[config.mk]
export PLATFORM = sky130hd
export DESIGN_NAME = bin_to_bcd_seq
export DESIGN_NICKNAME = d
export VERILOG_FILES = /design/src/rtl/bin_to_bcd_seq.sv
export SDC_FILE = /design/constraint.sdc
export NUM_CORES = 1
export LEC_CHECK = 0
export ABC_CLOCK_PERIOD_IN_PS = 1630
export CAP_MARGIN = 20
export CORE_UTILIZATION = 50
export DETAILED_ROUTE_END_ITERATION = 10
export GPL_ROUTABILITY_DRIVEN = 0
export PLACE_DENSITY = 0.76
export SLEW_MARGIN = 20
export SYNTH_ARGS = -nofsm -noshare
export SYNTH_HDL_FRONTEND = slang
export SYNTH_SLANG_ARGS = --single-unit
[constraint.sdc]
create_clock -name clk -period 1.63 [get_ports clk]
set_clock_uncertainty 0.2 [all_clocks]
set_input_delay 0.326 -clock clk [delete_from_list [all_inputs] [get_ports clk]]
set_output_delay 0.326 -clock clk [all_outputs]
set_load 0.005 [all_outputs]
[src/rtl/bin_to_bcd_seq.sv]
// Sequential binary-to-BCD converter (iterative double-dabble, shift-add-3).
// Start/busy/done handshake. Registered bcd/overflow outputs hold their values between conversions.
module bin_to_bcd_seq #(
  parameter int BIN_W   = 20,
  parameter int DIGITS  = 6,
  parameter int MAX_VAL = 999999
) (
  input  logic                  clk,
  input  logic                  rst,
  input  logic                  start,
  input  logic [BIN_W-1:0]      bin,
  output logic [4*DIGITS-1:0]   bcd,
  output logic                  busy,
  output logic                  done,
  output logic                  overflow
);

  localparam int BCD_W = 4 * DIGITS;
  localparam int ACC_W = BCD_W + 1;
  localparam int CNT_W = $clog2(BIN_W + 1);
  localparam logic [CNT_W-1:0] LAST_SHIFT = CNT_W'(BIN_W - 1);
  localparam logic [31:0]      MAX_V      = 32'(MAX_VAL);

  typedef enum logic [1:0] {
    IDLE,
    SHIFT,
    FINISH
  } state_t;

  state_t             state, state_nx;
  logic [BIN_W-1:0]   cap;
  logic [BIN_W-1:0]   work;
  logic [ACC_W-1:0]   acc;
  logic [BCD_W-1:0]   adj;
  logic [CNT_W-1:0]   cnt;
  logic               too_big;

  // State register
  always_ff @(posedge clk) begin
    if (rst) state <= IDLE;
    else     state <= state_nx;
  end

  // Next-state logic
  always_comb begin
    state_nx = state;
    case (state)
      IDLE:    if (start) state_nx = SHIFT;
      SHIFT:   if (cnt == LAST_SHIFT) state_nx = FINISH;
      FINISH:  state_nx = IDLE;
      default: state_nx = IDLE;
    endcase
  end

  // Add-3 correction: every BCD digit that is >= 5 gets +3 before the shift
  always_comb begin
    adj = acc[BCD_W-1:0];
    for (int unsigned i = 0; i < DIGITS; i++) begin
      if (acc[4*i +: 4] >= 4'd5) adj[4*i +: 4] = acc[4*i +: 4] + 4'd3;
    end
  end

  // Overflow check on the captured value. A set top accumulator bit also means the value exceeded the digit range,
  // so OR-ing it in is redundant but harmless
  always_comb begin
    too_big = (32'(cap) > MAX_V) || acc[BCD_W];
  end

  // Datapath and registered outputs
  always_ff @(posedge clk) begin
    if (rst) begin
      cap      <= '0;
      work     <= '0;
      acc      <= '0;
      cnt      <= '0;
      bcd      <= '0;
      busy     <= 1'b0;
      done     <= 1'b0;
      overflow <= 1'b0;
    end else begin
      done <= 1'b0;
      busy <= (state_nx != IDLE);
      case (state)
        IDLE: begin
          if (start) begin
            cap  <= bin;
            work <= bin;
            acc  <= '0;
            cnt  <= '0;
          end
        end
        SHIFT: begin
          acc  <= {adj, work[BIN_W-1]};
          work <= {work[BIN_W-2:0], 1'b0};
          cnt  <= cnt + CNT_W'(1);
        end
        FINISH: begin
          done <= 1'b1;
          if (too_big) begin
            bcd      <= {DIGITS{4'h9}};
            overflow <= 1'b1;
          end else begin
            bcd      <= acc[BCD_W-1:0];
            overflow <= 1'b0;
          end
        end
        default: ;
      endcase
    end
  end

endmodule

# After elaboration in Yosys (flattened, before gate mapping)
# Index checks and enable logic that the tools add are counted.
# totals
register_bits,99
in_bits,23
output_inout_bits,27
wordCells,51
# classes
add_sub_neg,7
magnitude_cmp,7
eq_ne,4
muxes,18
reduce_logical,6
# op_table
op,n
case mux 25 bit (2 select lines),1
case mux 20 bit (2 select lines),1
2-to-1 mux 25 bit,1
"adder 4 x 2 -> 4 bit, second input constant",6
">= comparator 4 x 3 -> 1 bit, second input constant",6
2-to-1 mux 24 bit,1
2-to-1 mux 4 bit,6
"greater-than comparator 20 bit, second input constant",1
2-to-1 mux 20 bit,1
case mux 5 bit (2 select lines),1
"adder 5 x 1 -> 5 bit, second input constant",1
"== test 5 bit, second input constant",1
2-to-1 mux 5 bit,1
2-to-1 mux 2 bit,2
case mux 2 bit (2 select lines),1
AND reduction 2 bit,2
nonzero test 2 bit,2
"== test 2 x 1 -> 1 bit, second input constant",1
"== test 2 bit, second input constant",1
zero test 2 bit,1
2-to-1 mux 1 bit,2
"!= test 2 bit, second input constant",1
logical OR 1 bit,1

# Depth between registers and ports, before layout
# Gate-level depths: netlist of run 1.
# logic_depth
ltp_word,4
ltp_mapped,7
mapped_depth_nobuf,6

# Least setup slack after synthesis of run 1
# Ideal clock, no wire load.
# synth_timing
kind,flip-flop to flip-flop
from,reg acc[21]
to,reg acc[22]
setup_ps,117
arrival_ps,1260
required_ps,1313
setup_slack_ps,54
stages_incl_launch_ff,7
n_path_buf,0
synth_period_minus_slack_ps,1576
cell_sequence,dfxtp_1 inv_1 ha_1 nand2b_1 a21oi_1 mux2i_1 a22o_1
# synth_via
elab_chain_len,3
elab_cells_between_ends,4
cone_classes,add/sub: 1; order compare: 1; mux: 2
# synth_rtl
item,line,text
start: declaration,33,logic [ACC_W-1:0] acc;
start signal: assignment,93,"acc <= {adj, work[BIN_W-1]};"
adder 4 x 2 -> 4 bit / >= comparator 4 x 3 -> 1 bit (equally long branches),59,if (acc[4*i +: 4] >= 4'd5) adj[4*i +: 4] = acc[4*i +: 4] + 4'd3;
2-to-1 mux 4 bit (*),59,
case mux 25 bit (2 select lines) (*),83,case (state)
# Mark *: on every way between the ends. The rest lies on a longest branch, timed or not.
# A chain may end at the register's enable or synchronous reset.

# Final worst setup path of run 1
# layout_timing
from,reg cap[10]
to,reg bcd[16]
# layout_via
elab_chain_len,3
# layout_rtl
item,line,text
start: declaration,31,logic [BIN_W-1:0] cap;
start signal: assignment,86,cap <= bin;
greater-than comparator 20 bit,66,too_big = (32'(cap) > MAX_V) || acc[BCD_W];
logical OR 1 bit,66,
2-to-1 mux 24 bit,99,if (too_big) begin
end signal: assignment,100,bcd <= {DIGITS{4'h9}};
end signal: assignment,103,bcd <= acc[BCD_W-1:0];
end: declaration,12,"output logic [4*DIGITS-1:0] bcd,"
# No other way between the ends.

==> results of run 1 <==
cells in the final DEF, fill, tap and decap left out, drive strengths merged, types with 13 or more instances in the layout:
master / count
nor2b: 21
ha: 13
a21oi: 61
nand3: 20
nor3: 27
o21ai: 14
clkdlybuf4s50: 20
dfxtp: 93
dlygate4sd2: 27
buf: 46
nand2: 49
nor2: 75
through the flow:
| stage | setup slack, ns | instance area, um^2 | setup TNS (ns) |
|---|---|---|---|
| 6_report | -0.0188 | 5760 | -0.0223 |
| 5_1_grt | -0.0426 | 5760 | -0.435 |
| 4_1_cts | 0.0000940 | 5490 | 0 |
| 3_5_place_dp | -0.497 | 5190 | -19.66 |
| 3_3_place_gp | -0.455 | 5190 | -18.30 |
| 2_1_floorplan | 0.0535 | 4440 | 0 |
layer usage:
layer / wire length (um) / track usage (%)
met1: 5260 / 30.6
met2: 5440 / 40.5
met3: 437 / 4.66
met4: 254 / 7.71
met5: 0 / 0
flip-flops by register name (all words and copies together) (netlist names):
register	cells
bcd	24
work	20
busy	1
acc	25
state	2
overflow	1
done	1
cap	14
cnt	5
synth_stat cells, types with 3 or more instances:
master	n
or3_1	6
nor3_1	26
xor2_1	6
nor2b_1	21
nor2_1	75
buf_2	24
inv_1	12
dfxtp_1	93
o22ai_2	10
nand2_1	49
a21oi_1	61
mux2i_1	12
xnor2_1	6
a31oi_1	12
o2111ai_1	12
nand3_1	20
clkbuf_1	15
a22o_1	12
o21ai_0	13
ha_1	13
nand2b_1	6
buf_6	3
area by class of cell:
cell class,count,area [um^2],area share (%)
Multi-Input combinational cell,387,2500,43.4
Sequential cell,93,1920,33.3
Timing Repair Buffer,96,936,16.3
Clock buffer,10,138,2.39
Tap cell,108,135,2.35
Clock inverter,6,86.3,1.50
Inverter,12,45.0,0.782
cells by family after synthesis:
| group | Yosys count | share of synthesized area, % |
|---|---|---|
| buf+inv | 56 | 6.09 |
| compound gates | 130 | 19.4 |
| fa+ha+maj | 13 | 3.66 |
| mux | 13 | 2.96 |
| flops | 93 | 41.9 |
| xor+xnor | 12 | 2.37 |
| simple gates | 218 | 23.6 |
where the power goes:
| group | switching, mW | internal, mW | leakage, nW | total [mW] |
|---|---|---|---|---|
| logic | 0.298 | 0.253 | 1.41 | 0.550 |
| clock network | 0.835 | 0.904 | 0.112 | 1.74 |
| registers | 0.0461 | 2.34 | 0.777 | 2.39 |
critical path: cells and delay by family (launching register included):
| kind | cells | cell delay (ns) |
|---|---|---|
| simple gates | 2 | 0.46 |
| compound gates | 2 | 0.35 |
| flops | 1 | 0.33 |
| buf+inv | 1 | 0.18 |
what timing repair did:
action	in CTS	in global routing
setup endpoints to repair	73	65
setup buffers	3	4
resized for setup	65	56
pin swaps	2	18
cloned	1	3
worst max path at each step:
stage | from | endpoint | cells past startpoint
final | cap[10] | bcd[16] | 5
after global routing | cap[10] | bcd[16] | 5
after CTS | acc[16] | acc[20] | 6
after detailed placement | start | acc[1] | 5
after global placement | start | acc[13] | 5
after floorplan | acc[21] | acc[22] | 6
==> metrics.cfg, run 1 <==
[synth]
yosys_register_bits=93
postSynthCellCount=535
synth_enable_flop_cells=0
synth.area.top_cells=dfxtp_1, a21oi_1, nor2_1
syn_area_mm2=0.00444
ys_seq_area_share_pct=41.9
synth_area_leader_cell=dfxtp_1
async_reset_ff_share_pct=0
synth_warnings=0
synth_top_area_share_pct=41.9
avgSynthCellArea_um2=8.30
synth_ff_type=dfxtp_1
synth_fp_nets=571
ys_types=42

[floorplan]
die-width_um=96.2
num_rows=34
start_util_pct=51.2
fp.dieArea_mm2=0.00926
core-area_mm2=0.00868
die_y_um=96.2
io-pin-count=50

[timing]
rsz0062_at_grt=true
setup_ws_ns=-0.0188
slew_headroom_pct=58.9
max_freq_mhz=607
fin_crit_sh_pct=101
drv_slew=0
finalSetupViolCount=2
final.min_clock_period_ns=1.65
hold_ws_ns=0.270
tightest_slew_ns=0.616
finalHoldViolCount=0

[run]
maxCapViolCount=0

[outcome]
status=finished, violations left
violations=negative setup slack

[worst_setup_path]
reg2reg_slack_ns=-0.02
endpoint_kind=register
reg2reg_to=bcd[16]
slowest_stage=dfxtp_2
cp-start-kind=register
cp_cell_sequence=or2_4, nor4_4, o21a_2, clkbuf_16, o22ai_2
cp.arrival_ns=1.68
slowest_delay_ns=0.33
crit_type=reg2reg
r2r_start=cap[10]
worstPathRequired_ns=1.66
worstRegToRegCells=5
path_max_fanout=6

[finish]
n_antenna_cell=0
syn2layout_area_growth_pct=29.6
final_nets=635
layoutNonFillerInstCount=712
fillers=704
drive_gt1_share_pct=25.8
utilization_pct=66.3

[min_path]
hold_start=cap[11]
whs_path_depth=2
hold_class=reg2reg
min_to=cap[11]

[clocking]
clkTransAtPathRegs_ns=0.09
clockBufferDepth=2
cts_tree=yes
clock-sinks=93
clk_latency_ns=0.36
cts_buffers=9
cts_hold_buffers=0
cts_htree_levels=3
cts-root-buf=clkbuf_8

[pwr]
irDropWorstVdd_mv=0.452
finalPower_mw=4.67
power.density_mw_per_mm2=812
power_leakage_nw=2.30

[route]
ant_nets=0
wl_mm=11.4
dr.pass1.iters=4
vias=4038
first_iter_violations=186
vias_per_cell=5.67
drc_errors=0
wl_per_cell_um=16.0

[placed_design]
dp_cells=685
dp_hpwl_mm=7.02
port_buffers=49

[grt]
grt_pass1_wl_mm=17.3
grt_usage_pct=24.0
grt_overflow=0
grt_max_degree=56
antenna_found_initial=0
grt_pass1_vias=3831

(Power assumes the default switching activity.)
==> run 2: changes to the inputs <==
CORE_MARGIN = 4   (was unset)
CORE_UTILIZATION = 40   (was 50)
PLACE_DENSITY = 0.63   (was 0.76)
==> metrics.cfg, run 2 (synthesis results as in run 1) <==
[worst_setup_path]
slowest_delay_ns=0.35  ; +0.02 ns
path_max_fanout=13  ; +7
crit_type=reg2reg
cp-start-kind=register
path_buf_inv=1  ; unchanged
cp.arrival_ns=1.69  ; about the same
worstPathRequired_ns=1.71  ; +0.05 ns
cp_cell_sequence=nor4b_4, o21ai_2, o21a_1, buf_12, o21ai_0
crit_family=compound AO/OA/AOI/OAI gates
slowest_stage=dfxtp_2
endpoint_kind=register

[timing]
drv_slew=0  ; unchanged
finalHoldViolCount=0  ; unchanged
max_freq_mhz=620  ; +2.3%
finalSetupViolCount=0  ; -2
fin_crit_sh_pct=98.9  ; -2.3 points
slew_headroom_pct=67.4  ; +8.4 points
final.min_clock_period_ns=1.61  ; -0.0369 ns
tightest_slew_ns=0.489  ; -0.127 ns
rsz0062_at_grt=true
setup_ws_ns=0.0181  ; +0.0369 ns
tns_ns=0  ; +0.0223 ns

[route]
wl_per_cell_um=14.3  ; -10%
ant_nets=0  ; unchanged
vias=3896  ; -3.5%
dr.pass1.iters=4  ; unchanged
dr_wl_met2_mm=4.94  ; -9.2%
wl_met1_mm=5.14  ; -2.2%
route.met3.wl_um=397  ; -9.2%
first_iter_violations=185  ; -0.54%
vias_per_cell=5.29  ; -6.8%
wl_mm=10.6  ; -7.3%
drc_errors=0  ; unchanged
highest_layer=met4

[floorplan]
die_y_um=113  ; +18%
start_util_pct=41.0  ; -10 points
core-area_mm2=0.0108  ; +25%
io-pin-count=50  ; unchanged
num_rows=38  ; +12%
die-width_um=113  ; +18%
fp.dieArea_mm2=0.0129  ; +39%

[finish]
layout_common_cells=nor2_1, dfxtp_1, a21oi_1
largest_reg_flops=25  ; unchanged
final_common_cell=nor2_1
top_register=acc
reg_top3=acc: 25 flops, bcd: 24 flops, work: 20 flops
fillers=1040  ; +48%
utilization_pct=51.9  ; -14 points
n_antenna_cell=0  ; unchanged
syn2layout_area_growth_pct=26.7
final_nets=628  ; -1.1%
layoutNonFillerInstCount=737  ; +3.5%
drive_gt1_share_pct=22.9  ; -2.9 points

[clocking]
cts_buffers=9  ; unchanged
cts_htree_levels=3  ; unchanged
cts_tree=yes
clock-sinks=93  ; unchanged
clkTransAtPathRegs_ns=0.09  ; about the same
clk_latency_ns=0.36  ; about the same
clockBufferDepth=2  ; unchanged
cts-root-buf=clkbuf_8

[grt]
antenna_found_initial=0  ; unchanged
grt_pass1_vias=3656  ; -4.6%
grt_pass1_wl_mm=17.6  ; +1.8%
grt_overflow=0  ; unchanged
grt_max_degree=43  ; -23%
grt_usage_pct=16.6  ; -7.4 points

[min_path]
hold_class=in2reg

[pwr]
finalPower_mw=4.61  ; -1.3%
power_leakage_nw=2.21  ; -3.7%
power.density_mw_per_mm2=820  ; +0.97%
irDropWorstVdd_mv=0.347  ; -23%

[outcome]
status=complete, no violations

[placed_design]
port_buffers=49  ; unchanged
dp_cells=719  ; +5.0%
dp_hpwl_mm=7.20  ; +2.5%
post-place-ws_ns=-0.511  ; -0.0135 ns

[run]
maxCapViolCount=0  ; unchanged

-- run 2: cell types whose count changed in the layout (fill, tap and decap cells not counted), moves of 2 or more --
| cell | previous run | this run |
|---|---|---|
| clkbuf_16 | 2 | 0 |
| nand2b_1 | 1 | 5 |
| a21oi_4 | 4 | 1 |
| nand2b_4 | 7 | 3 |
| buf_4 | 35 | 32 |
| dfxtp_1 | 54 | 61 |
| clkinv_2 | 2 | 0 |
| a21oi_1 | 52 | 54 |
| clkinvlp_4 | 1 | 3 |
| o2111ai_2 | 1 | 6 |
| dfxtp_2 | 37 | 30 |
| o2111ai_1 | 11 | 6 |
-- run 2: power breakdown --
part	switching (mW)	leakage (nW)	internal, mW
sequential	0.0434	0.774	2.34
combinational	0.286	1.34	0.231
clock	0.847	0.102	0.868
total	1.18	2.21	3.44
-- run 2: worst min-delay path: stages --
cell     delay [ns]
buf_2          0.18
buf_4          0.21
a21oi_2        0.04
-- run 2: what timing repair did --
item                                    CTS  global route
endpoints found under the hold margin     0             0
pin swaps                                 0             5
buffers inserted                          0             1
endpoints found under the setup margin   59            55
cloned                                    0             1
hold buffers                              0             0
gates resized for setup                  56            48
-- run 2: per-layer routing --
| metal | track usage [%] | vias to the layer above |
|---|---|---|
| met5 | 0 | - |
| met4 | 4.65 | 0 |
| met2 | 26.3 | 69 |
| met1 | 23.0 | 1851 |
| li1 | - | 1969 |
| met3 | 3.32 | 7 |
-- run 2: path summary, 6_finish.rpt --
check / startpoint / endpoint / slack, ns / cells past startpoint
min reg2reg: cap[19] / cap[19] / 0.26 / 2
max: cap[12] / overflow / 0.02 / 5
max reg2reg: cap[12] / overflow / 0.02 / 5
min: rst / acc[24] / 0.24 / 3
-- run 2: final cells by class --
type	instances	area, um^2	area share [%]
Multi-Input combinational cell	386	2440	43.4
Timing Repair Buffer	90	836	14.9
Clock inverter	7	100	1.78
Inverter	12	45.0	0.800
Sequential cell	93	1910	33.9
Tap cell	140	175	3.11
Clock buffer	9	124	2.20
-- run 2: per-stage QoR --
| step | hold slack (ns) | area [um^2] |
|---|---|---|
| 6_report | 0.237 | 5630 |
| 5_1_grt | 0.235 | 5630 |
| 4_1_cts | 0.219 | 5470 |
| 3_5_place_dp | 0.247 | 5230 |
| 3_3_place_gp | 0.241 | 5230 |
| 2_1_floorplan | 0.231 | 4440 |
==> patch (settings of run 1) <==
Make the reset (`rst`) asynchronous in 2 clocked blocks.
--- a/src/rtl/bin_to_bcd_seq.sv
+++ b/src/rtl/bin_to_bcd_seq.sv
@@ -37,5 +37,5 @@
 
   // State register
-  always_ff @(posedge clk) begin
+  always_ff @(posedge clk or posedge rst) begin
     if (rst) state <= IDLE;
     else     state <= state_nx;
@@ -68,5 +68,5 @@
 
   // Datapath and registered outputs
-  always_ff @(posedge clk) begin
+  always_ff @(posedge clk or posedge rst) begin
     if (rst) begin
       cap      <= '0;
Formal check against the unedited RTL: differs if rst is asserted again (counterexample within 4 cycles, from zero or initial values and one cycle with rst high); with rst held inactive, the same outputs for 10 cycles.
==> patch against run 1 <==
The run still ends with setup timing left. Non-clock buffer count grew 20. Maximum frequency shrank 16%. Wire length shrank 15%. Synthesized area shrank 8.8%. Setup slack lost 0.32 ns. Final area shrank 3.9%. Sequential cell count is the same. Largest cell class is now flip-flops and latches.
Power is not compared: it rests on default switching activity, and its combinational part moved more than twofold at a synthesized area within 25%.
==> patch: results (changes against run 1) <==
metric;value;unit;change
status;finished, violations left;;
failing checks;setup timing;;
GR Util met3;0.0531;;+0.00646
DRT iter0 DRCs;129;;-31%
M1 WL;4020;microns;-24%
Yosys top cell by area;dfrtp_1;;
Synth Area in XOR/XNOR;0.0195;;-0.00421
DP HPWL;6210;microns;-12%
dpl ws;-0.385;ns;+0.112 ns
critical path's top delay family;compound AO/OA/AOI/OAI gates;;
DP Cell Count;539;;-21%
number of unique standard cell types used by synthesis;38;;-9.5%
CP peak stage delay;0.45;ns;+0.12 ns
placed cell area;0.00499;sq mm;-3.9%
Slew HR;0.694;;+0.104
GRT Total Usage;0.234;;-0.00618
Layout Nets;505;;-20%
via count;3279;;-19%
setup ws final;-0.335;ns;-0.316 ns
Post-CTS Setup Repair Bufs;14;;+11
top cells by area, synth;dfrtp_1, ha_1, o21ai_0;;
Arr. time, crit path;2.02;ns;+0.34 ns
Seq/Total Area, Yosys;0.575;;+0.155
met2 wire len;4860;microns;-11%
Setup-failing EPs final;25;;+23
wire length on met3;466;microns;+6.6%
final hold slack;0.202;ns;-0.0676 ns
==> patch: cell types whose count changed in the layout (fill, tap and decap cells not counted), moves of 20 or more <==
cell and change:
dfxtp_1 -54, nor2_1 -61, a21oi_1 -47, dfxtp_2 -37, o21ai_0 +21, buf_4 +24
nor2b_1 -20, dfrtp_1 +91, nor3_1 -23
==> patch: worst min-delay path, cell delays in order <==
cell             delay (ns)
clkdlybuf4s50_1        0.44
clkinvlp_4             0.13
buf_12                 0.24
==> patch: cells by family after synthesis <==
family,count (synthesis)
multiplexers,13
flip-flops,93
adder cells (fa/ha/maj),13
buffers and inverters,38
AND/OR/NAND/NOR,78
AO/OA/AOI/OAI,119
XOR/XNOR,9
==> patch: cell type report <==
class	instances	area [sq um]	area share
Timing Repair Buffer	116	1030	0.187
Tap cell	102	128	0.0231
Clock inverter	7	73.8	0.0133
Multi-Input combinational cell	233	1780	0.322
Inverter	16	63.8	0.0115
Sequential cell	93	2330	0.421
Clock buffer	9	124	0.0224
